===== src/rtl/painterengine_gpu_pkg.sv =====
// Shared definitions for the PainterEngine GPU writer path: writer error codes,
// scheduler state encodings and a one-hot helper.
package painterengine_gpu_pkg;

  typedef logic [2:0] err_code_t;

  localparam err_code_t ERR_OK             = 3'b000;
  localparam err_code_t ERR_ROUTER         = 3'b001;
  localparam err_code_t ERR_ADDRESS        = 3'b010;
  localparam err_code_t ERR_ADDRESS_RESP   = 3'b011;
  localparam err_code_t ERR_DATA_TIMEOUT   = 3'b100;
  localparam err_code_t ERR_SCHED_WATCHDOG = 3'b101;

  localparam logic [1:0] ST_IDLE  = 2'd0;
  localparam logic [1:0] ST_SETUP = 2'd1;
  localparam logic [1:0] ST_RUN   = 2'd2;
  localparam logic [1:0] ST_FLUSH = 2'd3;

  function automatic logic [3:0] onehot4(input logic [1:0] idx);
    return 4'b0001 << idx;
  endfunction

endpackage


===== src/rtl/painterengine_gpu_rr_arbiter4.sv =====
// Combinational 4-way round-robin pick: searches last+1, last+2, last+3, last.
module painterengine_gpu_rr_arbiter4
  import painterengine_gpu_pkg::*;
(
  input  logic [3:0] request_i,
  input  logic [1:0] last_i,
  output logic [3:0] grant_o,
  output logic [1:0] winner_o,
  output logic       valid_o
);

  logic [1:0] idx;

  always_comb begin
    grant_o  = '0;
    winner_o = last_i;
    valid_o  = 1'b0;
    idx      = '0;
    for (int i = 1; i <= 4; i++) begin
      idx = last_i + i[1:0];
      if (!valid_o && request_i[idx]) begin
        valid_o  = 1'b1;
        winner_o = idx;
        grant_o  = onehot4(idx);
      end
    end
  end

endmodule


===== src/rtl/painterengine_gpu_writer_scheduler.sv =====
// Round-robin scheduler sharing the single GPU DMA writer between 4 channels;
// the writer is reset between jobs because its done/error levels are sticky.
module painterengine_gpu_writer_scheduler
  import painterengine_gpu_pkg::*;
#(
  parameter int PARAM_CHANNELS      = 4,
  parameter int PARAM_RESET_HOLD    = 4,
  parameter int PARAM_WATCHDOG_BITS = 20
) (
  input  logic                      i_wire_clock,
  input  logic                      i_wire_reset,
  input  logic [PARAM_CHANNELS-1:0] i_wire_request,
  output logic [PARAM_CHANNELS-1:0] o_wire_grant,
  output logic [PARAM_CHANNELS-1:0] o_wire_done,
  output logic [PARAM_CHANNELS-1:0] o_wire_error,
  output logic [2:0]                o_wire_error_type,
  output logic                      o_wire_busy,
  output logic [PARAM_CHANNELS-1:0] o_wire_writer_router,
  output logic                      o_wire_writer_resetn,
  input  logic                      i_wire_writer_done,
  input  logic                      i_wire_writer_error,
  input  logic [2:0]                i_wire_writer_error_type
);

  localparam int HOLD_W = (PARAM_RESET_HOLD > 1) ? $clog2(PARAM_RESET_HOLD) : 1;

  logic [1:0]                     state_q, state_d;
  logic [PARAM_CHANNELS-1:0]      grant_q, grant_d;
  logic [PARAM_CHANNELS-1:0]      done_q, done_d;
  logic [PARAM_CHANNELS-1:0]      error_q, error_d;
  logic [2:0]                     etype_q, etype_d;
  logic                           busy_q, busy_d;
  logic [PARAM_CHANNELS-1:0]      router_q, router_d;
  logic                           resetn_q, resetn_d;
  logic [1:0]                     rr_last_q, rr_last_d;
  logic [PARAM_WATCHDOG_BITS-1:0] wd_q, wd_d;
  logic [HOLD_W-1:0]              hold_q, hold_d;

  logic [3:0] arb_grant;
  logic [1:0] arb_winner;
  logic       arb_valid;

  painterengine_gpu_rr_arbiter4 u_arb (
    .request_i (i_wire_request),
    .last_i    (rr_last_q),
    .grant_o   (arb_grant),
    .winner_o  (arb_winner),
    .valid_o   (arb_valid)
  );

  always_comb begin
    state_d   = state_q;
    grant_d   = grant_q;
    done_d    = '0;
    error_d   = '0;
    etype_d   = etype_q;
    router_d  = router_q;
    resetn_d  = resetn_q;
    rr_last_d = rr_last_q;
    wd_d      = wd_q;
    hold_d    = hold_q;
    case (state_q)
      ST_IDLE: begin
        resetn_d = 1'b0;
        router_d = '0;
        grant_d  = '0;
        if (arb_valid) begin
          grant_d   = arb_grant;
          router_d  = arb_grant;
          rr_last_d = arb_winner;
          state_d   = ST_SETUP;
        end
      end
      ST_SETUP: begin
        resetn_d = 1'b1;
        wd_d     = '0;
        state_d  = ST_RUN;
      end
      ST_RUN: begin
        wd_d = wd_q + 1'b1;
        // Error outranks done; the watchdog only fires when the writer is silent.
        if (i_wire_writer_error) begin
          error_d = grant_q;
          etype_d = i_wire_writer_error_type;
        end else if (i_wire_writer_done) begin
          done_d = grant_q;
        end else if (&wd_q) begin
          error_d = grant_q;
          etype_d = ERR_SCHED_WATCHDOG;
        end
        if (i_wire_writer_error || i_wire_writer_done || (&wd_q)) begin
          state_d  = ST_FLUSH;
          resetn_d = 1'b0;
          router_d = '0;
          grant_d  = '0;
          hold_d   = '0;
        end
      end
      ST_FLUSH: begin
        if (hold_q == HOLD_W'(PARAM_RESET_HOLD - 1)) state_d = ST_IDLE;
        else                                           hold_d  = hold_q + 1'b1;
      end
      default: state_d = ST_IDLE;
    endcase
    busy_d = (state_d != ST_IDLE);
  end

  always_ff @(posedge i_wire_clock or posedge i_wire_reset) begin
    if (i_wire_reset) begin
      state_q   <= ST_IDLE;
      grant_q   <= '0;
      done_q    <= '0;
      error_q   <= '0;
      etype_q   <= '0;
      busy_q    <= 1'b0;
      router_q  <= '0;
      resetn_q  <= 1'b0;
      rr_last_q <= 2'd3;
      wd_q      <= '0;
      hold_q    <= '0;
    end else begin
      state_q   <= state_d;
      grant_q   <= grant_d;
      done_q    <= done_d;
      error_q   <= error_d;
      etype_q   <= etype_d;
      busy_q    <= busy_d;
      router_q  <= router_d;
      resetn_q  <= resetn_d;
      rr_last_q <= rr_last_d;
      wd_q      <= wd_d;
      hold_q    <= hold_d;
    end
  end

  assign o_wire_grant         = grant_q;
  assign o_wire_done          = done_q;
  assign o_wire_error         = error_q;
  assign o_wire_error_type    = etype_q;
  assign o_wire_busy          = busy_q;
  assign o_wire_writer_router = router_q;
  assign o_wire_writer_resetn = resetn_q;

endmodule


===== config.mk =====
export PLATFORM = sky130hd
export DESIGN_NAME = painterengine_gpu_writer_scheduler
export DESIGN_NICKNAME = d
export VERILOG_FILES = /design/src/rtl/painterengine_gpu_pkg.sv /design/src/rtl/painterengine_gpu_rr_arbiter4.sv /design/src/rtl/painterengine_gpu_writer_scheduler.sv
export SDC_FILE = /design/constraint.sdc
export NUM_CORES = 1
export LEC_CHECK = 0
export BUFFER_PORTS_ARGS = -buffer_cell sky130_fd_sc_hd__clkbuf_2
export CORE_ASPECT_RATIO = 2
export CORE_UTILIZATION = 40
export DETAILED_ROUTE_END_ITERATION = 12
export SKIP_CTS_REPAIR_TIMING = 1
export SLEW_MARGIN = 30
export SYNTH_ARGS = -nofsm -noshare
export SYNTH_HDL_FRONTEND = slang
export SYNTH_SLANG_ARGS = --single-unit
export TNS_END_PERCENT = 50

===== constraint.sdc =====
create_clock -name i_wire_clock -period 6.6 [get_ports i_wire_clock]
set_clock_uncertainty 0.15 [all_clocks]
set_input_delay 0.66 -clock i_wire_clock [delete_from_list [all_inputs] [get_ports i_wire_clock]]
set_output_delay 0.66 -clock i_wire_clock [all_outputs]
set_load 0.02 [all_outputs]

* Yosys cells after proc, flatten, opt, wreduce, memory -nomap -nowiden
Index checks and enable logic that the tools add are counted.
Widths: inputs -> output; s select.
** Word-level totals
- Output and inout bits :: 21
- Register bits :: 43
- Bits of input ports :: 11
- Word-level logic and storage cells :: 95
** Cells by class
- Equal/unequal tests :: 7
- $lt $le $gt $ge :: 4
- Add/sub/neg operators :: 5
- Multiplexer cells :: 42
- Bitwise gates (word level) :: 1
- Shifts and indexed selects :: 4
- Reductions and logical operators :: 22
** Operators by type and width (count)
- $mux 4 :: 13
- $pmux 20 s2 :: 1
- $add 20x1->20 const B :: 1
- $reduce_and 20->1 :: 1
- $mux 2 :: 8
- $shl 1x2->4 const A :: 4
- $lt 2x3->1 const B :: 4
- $reduce_bool 2->1 :: 5
- $mux 1 :: 9
- $mux 3 :: 3
- $bmux 1 s2 :: 4
- $pmux 2 s4 :: 1
- $pmux 4 s2 :: 1
- $eq 2x2->1 const B :: 3
- $reduce_and 3->1 :: 2
- $reduce_bool 3->1 :: 2
- $add 2x1->2 const B :: 2
- $add 2x2->2 const B :: 2
- $ne 2x2->1 const B :: 2
- $pmux 2 s2 :: 1
- $reduce_and 2->1 :: 2
- $reduce_and 4->1 :: 1
- $logic_and 1x1->1 :: 3
- $logic_not 1->1 :: 3
- 6 further kinds :: 7

* Depth between registers and ports, before layout
Gate-level depths: netlist of the first run.
- Word-level depth :: 16
- Mapped depth :: 9
- Mapped depth without buffers :: 7

* Hierarchy
From an unflattened synthesis of the first run, not the netlist that was laid out.
** Second synthesis, totals
- Cell total of the unflattened synthesis :: 281
- Area total of the unflattened synthesis :: 2763.9 um2
** By module, submodules not included
- painterengine_gpu_writer_scheduler :: cells each 223, times used 1, sequential area each 1078.5 um2, area each 2282.2 um2
- painterengine_gpu_rr_arbiter4 :: cells each 58, times used 1, sequential area each 0.0 um2, area each 481.7 um2

* Least setup slack after synthesis of the first run
No wires, ideal clock.
- Kind :: reg2reg
- Start :: reg rr_last_q[1]
- End :: reg router_q[0] (netlist: o_wire_writer_router[0])
- Setup time :: 67 ps
- Data required time :: 6383 ps
- Buffers on the path :: 2
- Cell stages (with the launch flop) :: 9
- Path slack :: 3730 ps
- Period minus slack after synthesis :: 2870 ps
- Arrival :: 2653 ps
- Cell sequence :: dfstp_2 -> clkbuf_1 -> inv_1 -> ha_1 -> clkbuf_1 -> mux2_2 -> o22a_1 -> nor4_1 -> a221o_1
** On the way
- Longest elaborated chain between the ends :: 15
- Elaborated cells between the ends (all ways) :: 31
- Classes of those cells :: add/sub (3); shift (4); mux (18); reduce/logical (6)
** RTL lines
- start: declaration :: line painterengine_gpu_writer_scheduler.sv:35 : logic [1:0] rr_last_q, rr_last_d;
- start signal: assignment :: line painterengine_gpu_writer_scheduler.sv:130 : rr_last_q <= rr_last_d;
- $add 2x1->2 :: line painterengine_gpu_rr_arbiter4.sv:20 : idx = last_i + i[1:0];
- $bmux 1 s2 :: line painterengine_gpu_rr_arbiter4.sv:21 : if (!valid_o && request_i[idx]) begin
- $mux 1 (not written as such) :: line painterengine_gpu_rr_arbiter4.sv:21
- $mux 1 :: line painterengine_gpu_rr_arbiter4.sv:21
- $logic_not 1->1 :: line painterengine_gpu_rr_arbiter4.sv:21
- $logic_and 1x1->1 :: line painterengine_gpu_rr_arbiter4.sv:21
- $mux 1 :: line painterengine_gpu_rr_arbiter4.sv:21
- $logic_not 1->1 :: line painterengine_gpu_rr_arbiter4.sv:21
- $logic_and 1x1->1 :: line painterengine_gpu_rr_arbiter4.sv:21
- $mux 1 :: line painterengine_gpu_rr_arbiter4.sv:21
- $logic_not 1->1 :: line painterengine_gpu_rr_arbiter4.sv:21
- $logic_and 1x1->1 :: line painterengine_gpu_rr_arbiter4.sv:21
- $mux 4 / $mux 1 (equally long branches) :: line painterengine_gpu_rr_arbiter4.sv:21
- $mux 4 * :: line painterengine_gpu_writer_scheduler.sv:67 : if (arb_valid) begin
- $pmux 4 s2 * :: line painterengine_gpu_writer_scheduler.sv:62 : case (state_q)
- end signal: assignment :: line painterengine_gpu_writer_scheduler.sv:128 : router_q <= router_d;
- end: declaration :: line painterengine_gpu_writer_scheduler.sv:33 : logic [PARAM_CHANNELS-1:0] router_q, router_d;
Every way passes the cells marked *; elsewhere a longest branch is shown, timed or not. The select of a mux whose other input is x is not followed.
A chain may end at the register's enable or synchronous reset.

* Worst setup path after layout of the first run
- Start :: reg rr_last_q[0]
- End :: reg router_q[0] (netlist: o_wire_writer_router[0])
Same word-level chain as after synthesis.

==> summary.txt, run 1 <==
Final Max Slew Viols: 0
io pins: 32
worst path bufs/invs: 1
M1 GR Usage: 17.94%
crit path capture type: flop
most numerous cell in the Yosys netlist: dfrtp_1
number of I/O port buffers: 31
xor/xnor share of the synthesized area: 5.606%
HP Class: in -> async
adder-cell share of the synthesized area: 6.507%
syn_area_per_cell: 10.00 um^2
Synth Area in Simple Gates: 20.67%
DR pass1 iterations: 8
RePlAce Congestion: 0.8316
DRT antenna net count: 0
vias in the first global route: 1965
critical path depth in cells: 6
Worst VDD drop: 0.2487 mV
grt met3 use: 3.741%
crit-path max cell delay: 720 ps
first-pass GRT wire length: 9018 um
Max-slew headroom: 55.96%
Max H-tree Level: 2
synth top area cells: dfrtp_1 (41%), ha_1 (6.5%), xor2_1 (4.9%), nor2_1 (4.8%), nand2_1 (2.6%)
Clock Power Share: 23.5%
Reg clk slew, reported paths: 60 ps
pre-CTS WS: 3547 ps
Die Width: 57.90 um
Synth Area in Compound Gates: 13.06%
Post-synth EDFFs: 0
crit-path cells: inv_1 > ha_1 > mux2_2 > o22a_1 > nor4_1 > a221o_1
setup_tns: 0 ps
ys flop type: dfrtp_1
max frequency: 326.7 MHz
Rows: 40
starting density of the core: 41.63%
Synth area leader: dfrtp_1
WL/cell: 15.51 um
violated checks: DRC
Final Hold Fails: 0
via/cell ratio: 5.570
Setup WS post-layout: 3539 ps
largest net degree at the start of global routing: 44
largest family of logic cells by synthesized area: simple AND/OR/NAND/NOR gates
fraction of layout cells with a size suffix above 1: 19.35%
DRT Wirelength: 5303 um
die height: 113.8 um
CP startpoint kind: flop
period utilisation layout: 46.38%
family with the most delay on the worst path: flip-flops
most used routing layer in global routing: met2
CP Class: reg -> reg
Cell Int Power: 0.7337 mW
Yosys reg bits: 43
CP required: 6670 ps
cell leakage power: 1.317 nW
DRC violations left: 3
sw frac: 40.13%
drt first-iter violations: 98
Worst Max-Slew Pin Slew: 659.3 ps
status: finished with violations
CTS Buf Count: 5
initial antenna violation count: 0
switching component of the power: 0.4917 mW
synth unique cells: 51
area grow syn2layout: 14.11%
Sequential Power Share: 31.2%
CP Max Fanout: 15
Final HPWL DP: 3998 um
final setup fails: 0
Die ar.: 6589 um^2
Root Driver: clkbuf_16
slowest CP cell: dfstp_2
max_cap viols: 0
crit path time final: 3061 ps
clk_lat worst skew: 290 ps
YS warnings: 0
Max Root-Sink Buffers: 2
top cells by count, synth: dfrtp_1 (41), nor2_1 (32), nand2_1 (17)
hold_ws: 332.8 ps
asr flop ratio synth: 100.0%
combinational power share: 45.2%
Core Region: 6006 um^2
sequential area share after synthesis: 43.14%
synthesized area: 2500 um^2
Syn Inst Count: 250
Yosys top cell area share: 41.04%
met2 Usage GRT: 33.33%
total number of vias: 1905
Pwr Density: 429.6 nW/um^2
RSZ-0062 raised after global routing: no
clock sink count: 43
grt ovf: 0
Post-Syn Nets: 274
CP Data Arrival Time: 3130 ps
Pwr Total: 1.225 mW
# diodes: 0
TritonCTS clock tree: built
mux cell area share after synthesis: 6.757%
# nets final: 302
R2R cell count: 6
global-route usage over all layers: 18.18%
-- state kept, by name (all words and copies together) (netlist names) --
signal	cells
o_wire_busy	1
wd_q	20
o_wire_writer_resetn	1
rr_last_q	2
o_wire_error_type	3
o_wire_error	4
o_wire_writer_router	4
o_wire_done	4
state_q	2
hold_q	2
-- worst paths after layout --
kind / start / end / slack, ps
setup / recovery: rr_last_q[0] / o_wire_writer_router[0] / 3540
hold / removal: i_wire_reset / wd_q[15] / 330
setup reg to reg: rr_last_q[0] / o_wire_writer_router[0] / 3540
hold reg to reg: o_wire_error_type[0] / o_wire_error_type[0] / 360
max in group asynchronous: i_wire_reset / rr_last_q[0] / 5590
min in group i_wire_clock: o_wire_error_type[0] / o_wire_error_type[0] / 360
-- worst register-to-register path: stages (launching register included) --
cell     delay [ps]
dfstp_2         720
inv_1           220
ha_1            490
mux2_2          410
o22a_1          220
nor4_1          540
a221o_1         250
-- layout by cell type, fill, tap and decap left out, types with 7 or more instances in the layout --
master,synthesis,layout
a21oi_1,9,9
and2_1,8,8
clkbuf_2,0,31
dfrtp_1,41,41
ha_1,13,13
inv_1,11,10
nand2_1,17,17
nand3_1,11,11
nand4_1,7,7
nor2_1,32,31
xor2_1,14,14
-- cell families after synthesis --
family                     Yosys count
AOI/OAI and AO/OA                   45
xor gates and xnor gates            16
adders and majority gates           13
buffers and inverters               22
DFF                                 43
muxes                               11
and+or+nand+nor                    100
-- metal layers --
layer / part of all wire, % / wire length [um]
met2: 56 / 2990
met3: 3.1 / 162
met1: 37 / 1947
met5: 0 / 0
met4: 3.8 / 204
-- power by group through the flow --
stage / clock, mW / combinational [mW] / sequential [mW]
CTS: 0.297 / 0.561 / 0.384
global placement: 0 / 0.554 / 0.388
finish: 0.288 / 0.554 / 0.383
detailed placement: 0 / 0.560 / 0.389
floorplan: 0 / 0.431 / 0.393
global route: 0.305 / 0.616 / 0.394
-- stage by stage --
step           cells  area (um^2)  utilization, %
3_3_place_gp     334         2676           44.56
3_5_place_dp     334         2679           44.60
5_1_grt          342         2853           47.50
2_1_floorplan    250         2500               -
6_report         342         2853           47.50
4_1_cts          342         2853           47.50
-- final cells by class --
type	instances	area (um^2)
clock buffer	6	138.9
timing repair buffer	32	162.7
clock inverter	2	35.03
sequential	43	1079
tap	63	78.83
fill	591	3153
multi-input combinational	185	1318
inverter	11	41.29
(Power assumes the default switching activity.)
==> run 2, diff against run 1 <==
--- a/config.mk
+++ b/config.mk
@@ -5,6 +5,7 @@
 export SDC_FILE = /design/constraint.sdc
 export NUM_CORES = 1
 export LEC_CHECK = 0
+export ABC_AREA = 1
 export BUFFER_PORTS_ARGS = -buffer_cell sky130_fd_sc_hd__clkbuf_2
 export CORE_ASPECT_RATIO = 2
 export CORE_UTILIZATION = 40
==> constraint.sdc (replaced) <==
create_clock -name i_wire_clock -period 2.5 [get_ports i_wire_clock]
set_clock_uncertainty 0.15 [all_clocks]
set_input_delay 0.25 -clock i_wire_clock [delete_from_list [all_inputs] [get_ports i_wire_clock]]
set_output_delay 0.25 -clock i_wire_clock [all_outputs]
set_load 0.02 [all_outputs]
==> summary.txt, run 2 <==
starting density of the core: 41.96% (was 41.63%)
most numerous cell in the Yosys netlist: nand2_1 (was dfrtp_1)
DRT antenna net count: 0 (unchanged)
DRC violations left: 0 (was 3)
Final HPWL DP: 5175 um (was 3998 um)
CTS Buf Count: 5 (unchanged)
Final Hold Fails: 0 (unchanged)
Max-slew headroom: 65.59% (was 55.96%)
YS warnings: 0 (unchanged)
CP required: 2540 ps (was 6670 ps)
Synth area leader: dfrtp_1 (unchanged)
via/cell ratio: 4.921 (was 5.570)
Filler Cell Count: 699 (was 591)
Pwr Density: 1167 nW/um^2 (was 429.6 nW/um^2)
Post-Place Cells: 469 (was 334)
Die ar.: 7023 um^2 (was 6589 um^2)
first-pass GRT wire length: 11100 um (was 9018 um)
Pwr Total: 3.630 mW (was 1.225 mW)
switching component of the power: 1.687 mW (was 0.4917 mW)
fraction of layout cells with a size suffix above 1: 18.37% (was 19.35%)
RePlAce Congestion: 0.8902 (was 0.8316)
sequential area share after synthesis: 40.41% (was 43.14%)
CP Max Fanout: 9 (was 15)
HP Class: in -> reg (was in -> async)
die height: 117.5 um (was 113.8 um)
Top reg by flops: wd_q (unchanged)
# nets final: 415 (was 302)
Yosys reg bits: 43 (unchanged)
crit path capture type: flop (unchanged)
CP startpoint kind: flop (unchanged)
RSZ-0062 raised after global routing: no (unchanged)
synthesized area: 2669 um^2 (was 2500 um^2)
# diodes: 0 (unchanged)
synth top area cells: dfrtp_1 (38%), nand2_1 (12%), nor2_1 (6.5%), inv_1 (6.3%), ha_1 (6.1%) (was dfrtp_1 (41%), ha_1 (6.5%), xor2_1 (4.9%), nor2_1 (4.8%), nand2_1 (2.6%))
crit path time final: 2239 ps (was 3061 ps)
sw frac: 46.47% (was 40.13%)
asr flop ratio synth: 100.0% (unchanged)
Root Driver: clkbuf_16 (unchanged)
Post-synth EDFFs: 0 (unchanged)
commonest non-fill, non-tap cells in the layout: nand2_1 (88), nor2_1 (46), inv_1 (44) (was dfrtp_1 (41), nor2_1 (31), clkbuf_2 (31))
Cell Int Power: 1.943 mW (was 0.7337 mW)
io pins: 32 (unchanged)
cell leakage power: 1.602 nW (was 1.317 nW)
Layout Cells excl Fill: 478 (was 342)
grt ovf: 0 (unchanged)
Setup WS post-layout: 261.5 ps (was 3539 ps)
Reg clk slew, reported paths: 60 ps (about the same)
vias in the first global route: 2473 (was 1965)
Max H-tree Level: 2 (unchanged)
ys flop type: dfrtp_1 (unchanged)
DRT Wirelength: 6442 um (was 5303 um)
number of flip-flops under the largest register name: 20 (unchanged)
Syn Inst Count: 354 (was 250)
status: completed (was finished with violations)
initial antenna violation count: 0 (unchanged)
drt first-iter violations: 66 (was 98)
final setup fails: 0 (unchanged)
number of I/O port buffers: 31 (unchanged)
CP Class: reg -> reg (unchanged)
max_cap viols: 0 (unchanged)
Post-Syn Nets: 378 (was 274)
synth unique cells: 32 (was 51)
DR pass1 iterations: 4 (was 8)
largest net degree at the start of global routing: 34 (was 44)
Max Root-Sink Buffers: 2 (unchanged)
final core utilization: 48.90% (was 47.50%)
pre-CTS WS: 260.6 ps (was 3547 ps)
WL/cell: 13.48 um (was 15.51 um)
max frequency: 446.7 MHz (was 326.7 MHz)
Rows: 41 (was 40)
clock sink count: 43 (unchanged)
Clock Power Share: 21.5% (was 23.5%)
Sequential Power Share: 26.2% (was 31.2%)
syn_area_per_cell: 7.539 um^2 (was 10.00 um^2)
TritonCTS clock tree: built (unchanged)
period utilisation layout: 89.54% (was 46.38%)
total number of vias: 2352 (was 1905)
combinational power share: 52.3% (was 45.2%)
clk_lat worst skew: 290 ps (about the same)
Final Max Slew Viols: 0 (unchanged)
CP Data Arrival Time: 2280 ps (was 3130 ps)
Yosys top cell area share: 38.44% (was 41.04%)
global-route usage over all layers: 21.52% (was 18.18%)
Worst Max-Slew Pin Slew: 510.8 ps (was 659.3 ps)
setup_tns: 0 ps (unchanged)
area grow syn2layout: 16.55% (was 14.11%)
Die Width: 59.76 um (was 57.90 um)
top cells by count, synth: nand2_1 (88), nor2_1 (46), inv_1 (45) (was dfrtp_1 (41), nor2_1 (32), nand2_1 (17))
Core Region: 6361 um^2 (was 6006 um^2)
commonest non-fill, non-tap cell in the layout: nand2_1 (was dfrtp_1)
Worst VDD drop: 0.6790 mV (was 0.2487 mV)
[run 2: cell types whose count changed in the layout (fill, tap and decap cells not counted), moves of 7 or more]
cell	previous run	this run
nand2_1	17	88
inv_1	10	44
nand3_1	11	32
nor2_1	31	46
xor2_1	14	3
nor3_1	3	12
a21oi_1	9	17
and2_1	8	0
o21ai_0	5	13
nand2_2	0	7
[run 2: power by group through the flow]
stage	Clock, mW	Combinational (mW)	Sequential (mW)
6_report	0.781	1.90	0.952
4_1_cts	0.790	1.92	0.953
2_1_floorplan	0	1.36	1.02
3_3_place_gp	0	1.89	0.962
5_1_grt	0.813	2.16	0.971
3_5_place_dp	0	1.91	0.966
[run 2: layout make-up]
cell class | count | area, um^2 | share of cell area, %
multi-input combinational | 257 | 1368 | 43.97
sequential | 43 | 1079 | 34.67
timing repair buffer | 38 | 210.2 | 6.758
inverter | 46 | 172.7 | 5.551
clock buffer | 6 | 138.9 | 4.465
tap | 86 | 107.6 | 3.459
clock inverter | 2 | 35.03 | 1.126
[run 2: per-stage QoR]
| stage | hold slack (ps) | cell area, um^2 |
|---|---|---|
| final | 74.68 | 3110 |
| after detailed placement | 41.70 | 2927 |
| after CTS | -271.4 | 3100 |
| after global placement | 33.81 | 2927 |
| after global routing | 94.05 | 3110 |
| after floorplan | 244.7 | 2669 |
[run 2: cells by family (layout without fill, tap and decap cells)]
group,Yosys count,count (layout),share of synthesized area (%)
fa+ha+maj,13,13,6.095
xor+xnor,3,3,0.9847
buf+inv,54,92,8.345
compound gates,33,33,6.329
simple gates,208,208,37.83
flops,43,43,40.41
[run 2: critical path: stages, from the launching register on]
cell	delay, ps
dfstp_2	620
inv_2	50
ha_1	390
inv_1	150
nand3_2	130
nand2_4	170
nand4_2	140
nand2_1	170
nor2_1	70
nand2_1	60
nand2_1	40
[run 2: final timing paths]
kind	to	cells past startpoint	startpoint	slack (ps)
worst max register to register	o_wire_writer_router[1]	10	rr_last_q[0]	260
worst max-delay path	o_wire_writer_router[1]	10	rr_last_q[0]	260
max in group asynchronous	rr_last_q[1]	4	i_wire_reset	1160
worst min-delay path	o_wire_error_type[1]	3	i_wire_writer_error_type[1]	70
worst min register to register	o_wire_writer_resetn	2	o_wire_writer_resetn	340
min in group asynchronous	o_wire_error[3]	3	i_wire_reset	270
[run 2: routing by layer]
layer / GRT usage (%) / up-vias / wire [um]
li1: - / 1197 / -
met1: 20.77 / 1080 / 2227
met2: 38.89 / 54 / 3665
met3: 3.956 / 21 / 171
met4: 13.66 / 0 / 377
met5: 0 / - / 0
